File: src/rtl/fwd_scoreboard.sv
// fwd_scoreboard: tracks in-flight register writers over DEPTH stages and
// produces per-port operand forward selects plus a RAW issue stall for decode.
module fwd_scoreboard #(
    parameter int RW     = 5,
    parameter int NPORTS = 2,
    parameter int DEPTH  = 3,
    parameter int SELW   = $clog2(DEPTH+1),
    parameter int CW     = 16
) (
    input  logic                   CLK,
    input  logic                   nRST,
    input  logic                   issue_valid,
    input  logic                   issue_regwr,
    input  logic [RW-1:0]          issue_rd,
    input  logic [SELW-1:0]        issue_lat,
    input  logic [NPORTS*RW-1:0]   rs_addr,
    input  logic                   freeze,
    input  logic                   flush,
    output logic [NPORTS*SELW-1:0] fwd_sel,
    output logic                   stall_out,
    output logic [SELW-1:0]        pending_cnt,
    output logic [CW-1:0]          stall_cycles
);
    logic [DEPTH-1:0]  r_valid;
    logic [RW-1:0]     r_rd  [DEPTH];
    logic [SELW-1:0]   r_lat [DEPTH];
    logic [CW-1:0]     r_stall_cycles;
    logic [NPORTS-1:0] w_hazard;
    logic [NPORTS-1:0] w_hit;
    logic [SELW-1:0]   w_lat;
    logic              w_v0;
    logic [DEPTH-1:0]  w_valid_nxt;

    // Youngest matching stage decides per port; older copies are shadowed.
    always_comb begin
        fwd_sel  = '0;
        w_hazard = '0;
        w_hit    = '0;
        for (int p = 0; p < NPORTS; p++) begin
            for (int k = 0; k < DEPTH; k++) begin
                if (!w_hit[p] && r_valid[k] && rs_addr[p*RW +: RW] != '0 &&
                    r_rd[k] == rs_addr[p*RW +: RW]) begin
                    w_hit[p] = 1'b1;
                    if (SELW'(k) >= r_lat[k])
                        fwd_sel[p*SELW +: SELW] = SELW'(k + 1);
                    else
                        w_hazard[p] = 1'b1;
                end
            end
        end
    end

    assign stall_out    = issue_valid & (|w_hazard);
    assign pending_cnt  = SELW'($countones(r_valid));
    assign stall_cycles = r_stall_cycles;
    assign w_lat = (issue_lat == '0) ? SELW'(1) :
                   (issue_lat > SELW'(DEPTH)) ? SELW'(DEPTH) : issue_lat;
    assign w_v0  = issue_valid & issue_regwr & (issue_rd != '0) & ~flush & ~stall_out;

    // A flush also kills the entry leaving stage 0, so stage 1 lands invalid.
    always_comb begin
        w_valid_nxt    = {r_valid[DEPTH-2:0], w_v0};
        w_valid_nxt[1] = w_valid_nxt[1] & ~flush;
    end

    always_ff @(posedge CLK or negedge nRST) begin
        if (!nRST) begin
            r_valid        <= '0;
            r_stall_cycles <= '0;
        end else if (!freeze) begin
            r_valid <= w_valid_nxt;
            if (!flush && stall_out && r_stall_cycles != '1)
                r_stall_cycles <= r_stall_cycles + CW'(1);
        end
    end

    always_ff @(posedge CLK) begin
        if (!freeze) begin
            r_rd[0]  <= issue_rd;
            r_lat[0] <= w_lat;
            for (int k = 1; k < DEPTH; k++) begin
                r_rd[k]  <= r_rd[k-1];
                r_lat[k] <= r_lat[k-1];
            end
        end
    end
endmodule

File: config.mk
export PLATFORM = sky130hd
export DESIGN_NAME = fwd_scoreboard
export DESIGN_NICKNAME = d
export VERILOG_FILES = /design/src/rtl/fwd_scoreboard.sv
export SDC_FILE = /design/constraint.sdc
export NUM_CORES = 1
export LEC_CHECK = 0
export BUFFER_PORTS_ARGS = -buffer_cell sky130_fd_sc_hd__buf_2
export CELL_PAD_IN_SITES_DETAIL_PLACEMENT = 1
export CELL_PAD_IN_SITES_GLOBAL_PLACEMENT = 2
export CORE_ASPECT_RATIO = 1.5
export CORE_MARGIN = 1
export CORE_UTILIZATION = 32
export CTS_CLUSTER_DIAMETER = 150
export DETAILED_ROUTE_END_ITERATION = 10
export GPL_TIMING_DRIVEN = 0
export PLACE_DENSITY_LB_ADDON = 0.1
export SLEW_MARGIN = 20
export SYNTH_ARGS = -nofsm -noshare
export SYNTH_HDL_FRONTEND = slang
export SYNTH_SLANG_ARGS = --single-unit
export TNS_END_PERCENT = 20
File: constraint.sdc
create_clock -name CLK -period 4.4 [get_ports CLK]
set_input_delay 1.32 -clock CLK [delete_from_list [all_inputs] [get_ports CLK]]
set_output_delay 1.32 -clock CLK [all_outputs]
set_load 0.1 [all_outputs]
## Yosys cells after proc, flatten, opt, wreduce, memory -nomap -nowiden

Memories as Yosys holds them, arrays and structs flattened.
Cells that the tools add are included.

- ROM bits: 0
- Bits in writable memories: 21
- Memories: 2
- Register bits after elaboration: 19
- Bits in latches: 0
- Output and inout bits: 23

Memories:

| memory | depth | bits a word | read ports | clocked after Yosys merged registers in | wr ports | RTL line | RTL |
|---|---|---|---|---|---|---|---|
| r_rd | 3 | 5 | 3 | 0 | 3 | 25 | `logic [RW-1:0] r_rd [DEPTH];` |
| r_lat | 3 | 2 | 3 | 0 | 3 | 26 | `logic [SELW-1:0] r_lat [DEPTH];` |

- Eq/ne operators: 7
- Bitwise operators: 9
- Add/sub/neg operators: 3
- Magnitude comparators: 4
- Multiplexer cells: 29
- Reductions and logical operators: 29
- Shifts and indexed selects: 0
- Multiply operators: 0
- Div/mod/pow operators: 0

Operator list:

| cell | count |
|---|---|
| 5-bit == test | 6 |
| 2-bit 2-to-1 mux | 11 |
| 1-bit logical AND | 18 |
| 1-bit 2-to-1 mux | 18 |
| 16-bit by 1-bit adder with 16-bit output (second input constant) | 1 |
| 16-bit inequality test (second input constant) | 1 |
| 5-bit nonzero test | 3 |
| 1-bit AND | 6 |
| 1-bit zero test | 5 |
| 1-bit by 2-bit greater-or-equal comparator with 1-bit output (first input constant) | 2 |
| 1-bit inverter | 3 |
| 1-bit by 1-bit adder with 2-bit output | 1 |
| 2-bit by 1-bit adder with 2-bit output | 1 |
| 2-bit greater-or-equal comparator (first input constant) | 1 |
| 2-bit > comparator (second input constant) | 1 |
| 2-bit zero test | 1 |
| 2-bit AND reduction | 1 |
| 2-bit OR reduction | 1 |

## Depth between registers and ports, before layout

- Depth in word-level cells: 19
- Mapped depth: 9
- Depth with buffers taken out: 7

## Worst setup path after synthesis

No wires, ideal clock.

- Path kind: input to output
- Start: input rs_addr[1]
- End: output fwd_sel[1]
- Path slack: -1.283 ns
- Required time: 3.080 ns
- Arrival time: 4.363 ns
- Stages: 4
- Path through: or4_1 nor2_2 nor4_2 o31ai_1

- Cells in the longest elaborated chain, start to end: 14

RTL lines:

| what | RTL line | RTL |
|---|---|---|
| start, declared | 16 | `input logic [NPORTS*RW-1:0] rs_addr,` |
| 5-bit nonzero test | 41 | `if (!w_hit[p] && r_valid[k] && rs_addr[p*RW +: RW] != '0 &&` |
| 1-bit logical AND (2 in a row) | 41 |  |
| 1-bit 2-to-1 mux | 41 |  |
| 1-bit zero test | 41 |  |
| 1-bit logical AND (3 in a row) | 41 |  |
| 1-bit 2-to-1 mux | 41 |  |
| 1-bit zero test | 41 |  |
| 1-bit logical AND (3 in a row) | 41 |  |
| 2-bit 2-to-1 mux (*) | 41 |  |
| end, declared | 19 | `output logic [NPORTS*SELW-1:0] fwd_sel,` |

Every way passes the cells marked *; elsewhere a longest branch is shown, timed or not.

## Worst setup path after layout

- Start: input rs_addr[3]
- End: output stall_out

- Cells in the longest elaborated chain, start to end: 16

RTL lines:

| what | RTL line | RTL |
|---|---|---|
| 5-bit nonzero test | 41 |  |
| 1-bit logical AND (2 in a row) | 41 |  |
| 1-bit 2-to-1 mux | 41 |  |
| 1-bit zero test | 41 |  |
| 1-bit logical AND (3 in a row) | 41 |  |
| 1-bit 2-to-1 mux | 41 |  |
| 1-bit zero test | 41 |  |
| 1-bit logical AND (3 in a row) | 41 |  |
| 1-bit 2-to-1 mux (*) | 41 |  |
| 2-bit OR reduction (*) | 53 | `assign stall_out = issue_valid & (\|w_hazard);` |
| 1-bit AND (*) | 53 |  |
| end, declared | 20 | `output logic stall_out,` |

Marks and branches as above.

==> impl_metrics.sql <==
INSERT INTO impl_metrics (metric_group, metric, value, unit) VALUES
('clock_network', 'reg_clk_slew_reported_paths', '0.08', 'ns'),
('sta', 'hold_viol', '0', ''),
('clock_network', 'cts.path.max_buffers', '2', ''),
('worst_setup_path', 'endpoint_kind', 'primary output', ''),
('routing', 'antenna_left', '0', ''),
('global_routing', 'via_count_of_the_first_global_routing_pass', '1793', ''),
('synthesis', 'synthesis.instances', '177', ''),
('floorplan', 'num_io_pins', '46', ''),
('worst_setup_path', 'worst-path-max-fanout', '4', ''),
('synthesis', 'postSynthAreaPerCell', '12.0', 'µm²'),
('floorplan', 'initial_utilization', '33.0', '%'),
('global_routing', 'grt_antenna_before_repair', '0', ''),
('synthesis', 'synth.ff_latch_count', '40', ''),
('worst_setup_path', 'reg2reg_setup_slack', '1.78', 'ns'),
('pwr', 'pwr_density_cell', '320', 'nW/µm²'),
('floorplan', 'die_h', '102', 'µm'),
('global_routing', 'first_pass_grt_wire_length', '8820', 'µm'),
('run_status', 'status', 'finished with violations', ''),
('min_path', 'class_of_the_most_critical_hold_timing_path', 'reg -> reg', ''),
('global_routing', 'grt_util_all_layers', '17.6', '%'),
('clock_network', 'cts_tree', 'done', ''),
('worst_setup_path', 'worst-endpoint-arrival', '3.20', 'ns'),
('pwr', 'static_power_due_to_leakage', '1.23', 'nW'),
('routing', 'drc', '0', ''),
('place', 'post_dp_cell_area', '2470', 'µm²'),
('worst_setup_path', 'startpoint_class_of_the_critical_path', 'input pin', ''),
('clock_network', 'cts.sink_count', '40', ''),
('sta', 'setup_viol', '2', ''),
('clock_network', 'cts.root.buffer_cell', 'clkbuf_8', ''),
('cells_and_area', 'design.final.nets', '261', ''),
('synthesis', 'part_of_the_yosys_area_used_for_sequential_elements', '52.1', '%'),
('sta', 'grt_setup_unrepaired', 'true', ''),
('pwr', 'total_power', '0.893', 'mW'),
('routing', 'first_iter_violations', '33', ''),
('floorplan', 'die_w', '68.5', 'µm'),
('clock_network', 'cts_hold_repair.buffers', '0', ''),
('floorplan', 'floorplan.core_area', '6440', 'µm²'),
('sta', 'fmax', '221', 'MHz'),
('place', 'port_buffers', '45', ''),
('worst_setup_path', 'critical_path.reg2reg.startpoint', 'r_rd[0][3]', ''),
('sta', 'final-max-slew-violation-count', '0', ''),
('worst_setup_path', 'critPathKind', 'in -> out', ''),
('cells_and_area', 'area_growth', '31.3', '%'),
('global_routing', 'grt_start_max_net_pins', '22', ''),
('cells_and_area', 'layout_common_cells', '38 x buf_2, 25 x xor2_1, 21 x edfxtp_1', ''),
('synthesis', 'yosys.cell_types.count', '39', ''),
('min_path', 'hold_path_end', 'r_lat[0][4]', ''),
('routing', 'finalWirelength', '5430', 'µm'),
('synthesis', 'yosys_warning_count', '0', ''),
('synthesis', 'post-synth-top-area-fraction', '29.7', '%'),
('cells_and_area', 'layout.cell_area.non_filler', '2790', 'µm²'),
('sta', 'finalCriticalPeriod', '4.52', 'ns'),
('sta', 'tightestPinTransition', '0.811', 'ns'),
('sta', 'fin_skew', '0.00703', 'ns'),
('global_routing', 'congestion_overflow_gr', '0', ''),
('min_path', 'holdPathStages', '0', ''),
('cells_and_area', 'post-route-util', '43.3', '%'),
('synthesis', 'synth_top_cells_by_area', 'edfxtp_1 30%, dfrtp_1 22%, xor2_1 10%, xnor2_1 8.2%, nor3_2 3.8%', ''),
('sta', 'slew-limit-headroom', '45.9', '%'),
('floorplan', 'fp.dieArea', '6970', 'µm²'),
('floorplan', 'std_cell_rows', '36', ''),
('routing', 'drt_first_pass_iters', '4', ''),
('run_status', 'violations', 'setup timing', ''),
('cells_and_area', 'insertedDiodeCount', '0', ''),
('routing', 'total_vias_in_the_final_route', '1604', ''),
('sta', 'postLayoutSetupSlackWorst', '-0.125', 'ns'),
('routing', 'detailed_route_vias_per_instance', '5.12', ''),
('synthesis', 'syn_nets', '202', ''),
('clock_network', 'total_clock_buffers_created_by_cts', '5', ''),
('synthesis', 'synth_top_area_cell', 'edfxtp_1', ''),
('cells_and_area', 'layout.cells.most_common', 'buf_2', '');
cells in the mapped netlist:
library cell,number
buf_4,1
or3_1,3
nor4_1,3
nand3_1,7
fa_1,1
buf_6,1
and2_4,1
and2_1,1
inv_1,3
edfxtp_1,21
nand4_1,6
nor4_2,2
buf_2,1
and3_1,4
dfrtp_1,19
nor2_1,2
or4_1,4
a222oi_1,1
nor2_2,2
o31ai_1,2
mux2_2,1
nor2b_1,1
nor3_1,4
and4_1,2
mux2_4,1
nand2_1,16
nand2b_1,2
o32ai_2,1
o2111ai_1,2
clkbuf_1,1
o22ai_1,1
or2_1,1
xnor2_1,20
o21ai_0,1
nor3b_1,3
xor2_1,25
ha_1,1
o21ai_1,1
nor3_2,8
worst max-delay path, stage by stage:
cell and delay [ns]:
buf_4 0.15, or4_4 0.50, nor2_4 0.16, nor4_4 0.08, or2_1 0.24, a222oi_1 0.34, buf_4 0.21, nor2b_4 0.05
buf_12 0.16
kinds of logic after synthesis:
logic type / synth area share (%)
mux: 1.24
xor+xnor: 18.6
fa+ha+maj: 1.53
compound gates: 3.54
flops: 52.1
simple gates: 21.2
buf+inv: 1.83
worst max path at each step:
stage	to	slack (ns)	cells past startpoint
final	stall_out	-0.12	9
after global routing	stall_out	-0.21	9
after CTS	stall_out	-0.19	10
after detailed placement	stall_out	-0.70	10
after global placement	stall_out	-0.67	10
after floorplan	fwd_sel[0]	-0.29	5
per-stage QoR:
stage,cells,TNS [ns],setup WS (ns),hold slack [ns]
3_5_place_dp,298,-1.48,-0.701,0.436
6_report,313,-0.146,-0.125,0.451
2_1_floorplan,177,-0.646,-0.289,0.400
3_3_place_gp,298,-1.44,-0.666,0.409
4_1_cts,311,-0.336,-0.188,0.455
5_1_grt,313,-0.314,-0.206,0.470
report_power, final:
part           total (mW)  switching [mW]  internal, mW
sequential          0.430          0.0160         0.414
clock               0.357           0.130         0.227
combinational       0.106          0.0652        0.0404
total               0.893           0.212         0.681
sequential cells by signal (all words and copies together), names as in the netlist:
name and count:
r_lat 6, stall_cycles 16, r_valid 3, r_rd 15
per-layer routing:
metal  GRT usage, %  vias to the layer above  share of wire [%]
met4           8.01                        0                2.4
li1               -                      754                  -
met3           2.48                       10                2.6
met5              0                        -                  0
met2           33.5                       39                 57
met1           17.9                      801                 38
layout make-up:
type / count / area (µm²)
buffer: 3 / 16.3
clock buffer: 6 / 72.6
clock inverter: 2 / 60.1
fill: 717 / 3650
inverter: 3 / 11.3
multi-input combinational: 130 / 1060
sequential: 40 / 1110
tap: 76 / 95.1
timing repair buffer: 53 / 370
what timing repair did:
item	in CTS	in global routing
pin swaps	9	6
buffers inserted	5	3
gates cloned	0	0
resized for setup	27	7
setup endpoints to repair	3	5
Note: power is estimated with default switching activity, not from simulation.
